**src/rtl/router_pkg.sv**
```systemverilog
// Shared router definitions: default datapath geometry and the flit type.
// Latency: n/a (types and constants only).
// Backpressure: n/a.
package router_pkg;

    localparam int ROUTER_DATA_W   = 64;
    localparam int ROUTER_NUM_VC   = 2;
    localparam int ROUTER_VC_DEPTH = 4;

    // VC index width and per-VC occupancy width (must be able to hold DEPTH itself)
    localparam int VC_IDX_W = $clog2(ROUTER_NUM_VC);
    localparam int CNT_W    = $clog2(ROUTER_VC_DEPTH) + 1;

    typedef logic [ROUTER_DATA_W-1:0] flit_t;

endpackage

```
**src/rtl/router_vc_fifo.sv**
```systemverilog
// Single-VC circular FIFO with explicit occupancy count; all-zero entries are ordinary data.
// Latency: rdata_o shows the head entry combinationally; push visible at head one edge later.
// Backpressure: push ignored when full, pop ignored when empty; full/empty come from registered count.
//
// Ports: clk, reset (async, active-high), push_i, pop_i, wdata_i -> rdata_o, count_o, full_o, empty_o.
module router_vc_fifo #(
    parameter int DATA_W = 64,
    parameter int DEPTH  = 4
) (
    input  logic                       clk,
    input  logic                       reset,
    input  logic                       push_i,
    input  logic                       pop_i,
    input  logic [DATA_W-1:0]          wdata_i,
    output logic [DATA_W-1:0]          rdata_o,
    output logic [$clog2(DEPTH):0]     count_o,
    output logic                       full_o,
    output logic                       empty_o
);

    localparam int AW = $clog2(DEPTH);
    localparam int CW = AW + 1;

    logic [DATA_W-1:0] mem_q [DEPTH];
    logic [AW-1:0]     wr_ptr_q, wr_ptr_d;
    logic [AW-1:0]     rd_ptr_q, rd_ptr_d;
    logic [CW-1:0]     count_q,  count_d;
    logic              do_push, do_pop;

    assign full_o  = (count_q == CW'(DEPTH));
    assign empty_o = (count_q == '0);
    assign do_push = push_i && !full_o;
    assign do_pop  = pop_i  && !empty_o;

    assign rdata_o = mem_q[rd_ptr_q];
    assign count_o = count_q;

    // DEPTH is a power of two, so the pointer increment wraps DEPTH-1 -> 0 by itself.
    always_comb begin
        wr_ptr_d = wr_ptr_q;
        rd_ptr_d = rd_ptr_q;
        count_d  = count_q;
        if (do_push) wr_ptr_d = wr_ptr_q + AW'(1);
        if (do_pop)  rd_ptr_d = rd_ptr_q + AW'(1);
        case ({do_push, do_pop})
            2'b10:   count_d = count_q + CW'(1);
            2'b01:   count_d = count_q - CW'(1);
            default: count_d = count_q;
        endcase
    end

    always_ff @(posedge clk or posedge reset) begin
        if (reset) begin
            wr_ptr_q <= '0;
            rd_ptr_q <= '0;
            count_q  <= '0;
        end else begin
            wr_ptr_q <= wr_ptr_d;
            rd_ptr_q <= rd_ptr_d;
            count_q  <= count_d;
        end
    end

    // Storage is not reset: stale entries are unreachable once the count is cleared.
    always_ff @(posedge clk) begin
        if (do_push) mem_q[wr_ptr_q] <= wdata_i;
    end

endmodule

```
**src/rtl/router_vc_input_buffer.sv**
```systemverilog
// Router input port: NUM_VC independent DEPTH-deep flit FIFOs with decoupled write/read VC select.
// Latency: flit pushed at edge N appears on registered data_out after edge N+1; no bypass.
// Backpressure: ready[v] = VC not full (registered count only); blocked stalls pops only, writes continue.
//
// Ports: clk, reset (async, active-high), send/wr_vc/data_in (write side), rd_vc/blocked (read side),
//        ready, data_out/out_valid (registered), vc_count (VC0 in LSBs), overflow_err.
// Optional: define ROUTER_VC_IB_ERR_EN for sticky per-VC write-when-full flags; otherwise tied to 0.
module router_vc_input_buffer
    import router_pkg::*;
#(
    parameter int DATA_W = ROUTER_DATA_W,
    parameter int NUM_VC = ROUTER_NUM_VC,
    parameter int DEPTH  = ROUTER_VC_DEPTH
) (
    input  logic                                clk,
    input  logic                                reset,
    input  logic                                send,
    input  logic [$clog2(NUM_VC)-1:0]           wr_vc,
    input  logic [DATA_W-1:0]                   data_in,
    input  logic [$clog2(NUM_VC)-1:0]           rd_vc,
    input  logic                                blocked,
    output logic [NUM_VC-1:0]                   ready,
    output logic [DATA_W-1:0]                   data_out,
    output logic                                out_valid,
    output logic [NUM_VC*($clog2(DEPTH)+1)-1:0] vc_count,
    output logic [NUM_VC-1:0]                   overflow_err
);

    localparam int VW = $clog2(NUM_VC);
    localparam int CW = $clog2(DEPTH) + 1;

    logic [DATA_W-1:0] rdata [NUM_VC];
    logic [CW-1:0]     cnt   [NUM_VC];
    logic [NUM_VC-1:0] full;
    logic [NUM_VC-1:0] empty;

    for (genvar v = 0; v < NUM_VC; v++) begin : g_vc
        router_vc_fifo #(
            .DATA_W (DATA_W),
            .DEPTH  (DEPTH)
        ) u_fifo (
            .clk     (clk),
            .reset   (reset),
            .push_i  (send && (wr_vc == VW'(v))),
            .pop_i   (!blocked && (rd_vc == VW'(v))),
            .wdata_i (data_in),
            .rdata_o (rdata[v]),
            .count_o (cnt[v]),
            .full_o  (full[v]),
            .empty_o (empty[v])
        );
        assign ready[v]                 = !full[v];
        assign vc_count[v*CW +: CW]     = cnt[v];
    end

    // Output register: holds the popped flit for one cycle, zero otherwise.
    logic [DATA_W-1:0] data_out_q, data_out_d;
    logic              out_valid_q, out_valid_d;

    always_comb begin
        data_out_d  = '0;
        out_valid_d = 1'b0;
        if (!blocked && !empty[rd_vc]) begin
            data_out_d  = rdata[rd_vc];
            out_valid_d = 1'b1;
        end
    end

    always_ff @(posedge clk or posedge reset) begin
        if (reset) begin
            data_out_q  <= '0;
            out_valid_q <= 1'b0;
        end else begin
            data_out_q  <= data_out_d;
            out_valid_q <= out_valid_d;
        end
    end

    assign data_out  = data_out_q;
    assign out_valid = out_valid_q;

`ifdef ROUTER_VC_IB_ERR_EN
    // Sticky until reset: a refused write to a full VC is a protocol violation upstream.
    logic [NUM_VC-1:0] err_q, err_d;

    always_comb begin
        err_d = err_q;
        if (send && full[wr_vc]) err_d[wr_vc] = 1'b1;
    end

    always_ff @(posedge clk or posedge reset) begin
        if (reset) err_q <= '0;
        else       err_q <= err_d;
    end

    assign overflow_err = err_q;
`else
    assign overflow_err = '0;
`endif

endmodule

```
**config.mk**
```make
export PLATFORM = sky130hd
export DESIGN_NAME = router_vc_input_buffer
export DESIGN_NICKNAME = d
export VERILOG_FILES = /design/src/rtl/router_pkg.sv /design/src/rtl/router_vc_fifo.sv /design/src/rtl/router_vc_input_buffer.sv
export SDC_FILE = /design/constraint.sdc
export NUM_CORES = 1
export LEC_CHECK = 0
export ABC_AREA = 1
export BUFFER_PORTS_ARGS = -buffer_cell sky130_fd_sc_hd__buf_2
export CORE_ASPECT_RATIO = 2
export CORE_MARGIN = 1
export CORE_UTILIZATION = 35
export DETAILED_ROUTE_END_ITERATION = 6
export PLACE_DENSITY_LB_ADDON = 0.1
export REMOVE_ABC_BUFFERS = 1
export SLEW_MARGIN = 25
export SYNTH_ARGS = -nofsm -noshare
export SYNTH_HDL_FRONTEND = slang
export SYNTH_SLANG_ARGS = --single-unit
```
**constraint.sdc**
```tcl
create_clock -name clk -period 5.4 [get_ports clk]
set_input_delay 1.08 -clock clk [delete_from_list [all_inputs] [get_ports clk]]
set_output_delay 1.08 -clock clk [all_outputs]
set_load 0.1 [all_outputs]
```
==> results.json <==
{
  "final-max-slew-violation-count": 0,
  "numCtsBuffers": 55,
  "core-area_sq_um": 67700,
  "drive_gt1_frac": 0.112,
  "final_util": 0.405,
  "fin_crit_sh": 0.542,
  "rows": 135,
  "root_buffer": "clkbuf_16",
  "grt_usage": 0.175,
  "clk_transition_reported_paths_ns": 0.07,
  "setup_viol": 0,
  "cpMaxStageDelayCell": "inv_4",
  "p_per_area_nw_per_um2": 555,
  "drv_cap": 0,
  "rsz0062_at_grt": "no",
  "grt_overflow_total": 0,
  "ir_drop_v": 0.000360,
  "ys_warn_count": 0,
  "hold_viol": 0,
  "grt_pass1_vias": 15200,
  "post_cts_buffers": 0,
  "p_leak_nw": 11.7,
  "drt_iter0_drc": 820,
  "status": "completed",
  "grtUsageMet1": 0.211,
  "syn_area_per_cell_sq_um": 11.0,
  "avgRoutedWirePerCell_microns": 18.5,
  "pin_count": 145,
  "netlist.area_leader.share": 0.640,
  "yosysSeqAreaShare": 0.722,
  "clkLatencyLatePin_ns": 0.60,
  "clock_skew_ns": 0.0171,
  "max_stage_delay_ns": 0.80,
  "cp.arrival_ns": 3.45,
  "postCtsResizedCells": 0,
  "crit_path_start_kind": "flop",
  "cts_tree": "built",
  "layout_common_cells": "nand2_1 (775), edfxtp_1 (512), inv_1 (279)",
  "required_ns": 5.93,
  "mostFrequentLayoutCell": "nand2_1",
  "grt_use_met2": 0.325,
  "slew_headroom": 0.306,
  "min_period_ns": 2.93,
  "critPathBufInv": 2,
  "cpMostUsedCell": "nand2_1",
  "synth_area_leaders": "edfxtp_1 (64%), nand2_1 (12%), dfrtp_1 (8.2%)",
  "met3_usage": 0.0241,
  "antenna_found_initial": 6,
  "cts_buffer_depth": 3,
  "gp_congestion": 0.732,
  "synth_cells": 2193,
  "worstMarginPinSlew_ns": 1.04,
  "die_area_sq_um": 69800,
  "grt_first_pass_wirelength_microns": 92100,
  "postCtsHoldBufs": 0,
  "die_h_microns": 373,
  "min_path_type": "reg2reg",
  "yosys.area.top_type": "edfxtp_1",
  "syn_area_sq_um": 24000,
  "area_growth_pct": 14.2,
  "fillers": 6566,
  "start_util": 0.355,
  "setup_tns_ns": 0,
  "grt_max_degree": 131,
  "via_per_inst": 4.57,
  "die_width_microns": 187,
  "busiest_layer": "met2",
  "port_buffers": 142,
  "cts_max_level": 2,
  "final_antenna_net_count": 0,
  "first_pass_iters": 5,
  "cp_max_fo": 83,
  "n_antenna_cell": 0,
  "drcViolationCount": 0,
  "cp-end-kind": "flop",
  "dp_hpwl_microns": 32500,
  "synth_cell_types": 20,
  "path_cells": "inv_4 -> buf_4 -> nand2_1 -> nand3_1 -> nand2_1 -> nand2_1 -> nand2_1 -> nor2_1",
  "finalWirelength_microns": 60000,
  "cts.sinks": 591,
  "fmax_mhz": 342,
  "synth_seq_cells": 591,
  "nNetsFinal": 2384,
  "num_vias": 14800,
  "crit_family": "buffers and inverters",
  "criticalPathCategory": "reg2reg"
}
-- state kept, by name, indices dropped and copies added (netlist names) --
name	flops
g_vc.u_fifo.mem_q	512
data_out	64
g_vc.u_fifo.wr_ptr_q	4
out_valid	1
g_vc.u_fifo.count_o	6
g_vc.u_fifo.rd_ptr_q	4
-- metrics by stage --
stage	hold WS, ns	std cells	setup WS (ns)	cell area (sq um)	power [mW]
after floorplan	0.503	2087	-0.305	23500	9.82
after global placement	0.485	3135	2.03	25500	11.3
after detailed placement	0.485	3135	1.99	25500	11.4
after CTS	0.498	3239	2.39	27400	15.5
after global routing	0.518	3239	2.18	27400	16.1
final	0.491	3239	2.47	27400	15.2
-- final cells by class --
type                    instances  area (sq um)  share of cell area
well taps                     890          1110              0.0406
multi-input cells            1211          5130               0.187
clock buffers                  70          1490              0.0545
inverters                     285          1090              0.0396
repair buffers                158           861              0.0314
clock inverters                34           387              0.0141
flip-flops and latches        591         17400               0.633
-- where the power goes --
part / leakage, nW / switching (mW) / internal, mW
clock: 0.920 / 1.74 / 2.34
sequential: 5.65 / 0.568 / 5.62
combinational: 5.14 / 3.88 / 1.08
-- final timing paths --
check | start | to | slack, ns | cells past startpoint
max | g_vc[1].u_fifo.rd_ptr_q[0] | data_out[40] | 2.47 | 8
min | g_vc[0].u_fifo.count_o[0] | g_vc[0].u_fifo.count_o[0] | 0.49 | 1
max reg2reg | g_vc[1].u_fifo.rd_ptr_q[0] | data_out[40] | 2.47 | 8
min reg2reg | g_vc[0].u_fifo.count_o[0] | g_vc[0].u_fifo.count_o[0] | 0.49 | 1
max in group asynchronous | reset | g_vc[1].u_fifo.rd_ptr_q[0] | 3.66 | 3
min in group asynchronous | reset | data_out[8] | 0.56 | 2
-- per-layer routing --
metal  share of wire  routed length, microns
met2            0.53                   31500
met1            0.42                   25200
met3           0.034                    2010
met5          0.0011                      66
met4           0.021                    1240
-- synth_stat cells --
library cell	instances
buf_1	5
nand3_1	263
a21oi_1	3
buf_2	77
fa_1	2
o21ai_0	7
buf_6	6
inv_1	282
nand3b_1	1
clkbuf_1	16
dfrtp_1	79
ha_1	10
buf_4	3
xnor2_1	2
nand2_1	776
xor2_1	6
nor2_1	139
inv_2	3
edfxtp_1	512
conb_1	1
-- kinds of logic after synthesis --
| logic type | synth area share |
|---|---|
| and+or+nand+nor | 0.198 |
| other | 0.000156 |
| DFF | 0.722 |
| adders and majority gates | 0.00688 |
| AOI/OAI and AO/OA | 0.00208 |
| buffers and inverters | 0.0676 |
| xor gates and xnor gates | 0.00292 |
Note: power is estimated with default switching activity, not from simulation.
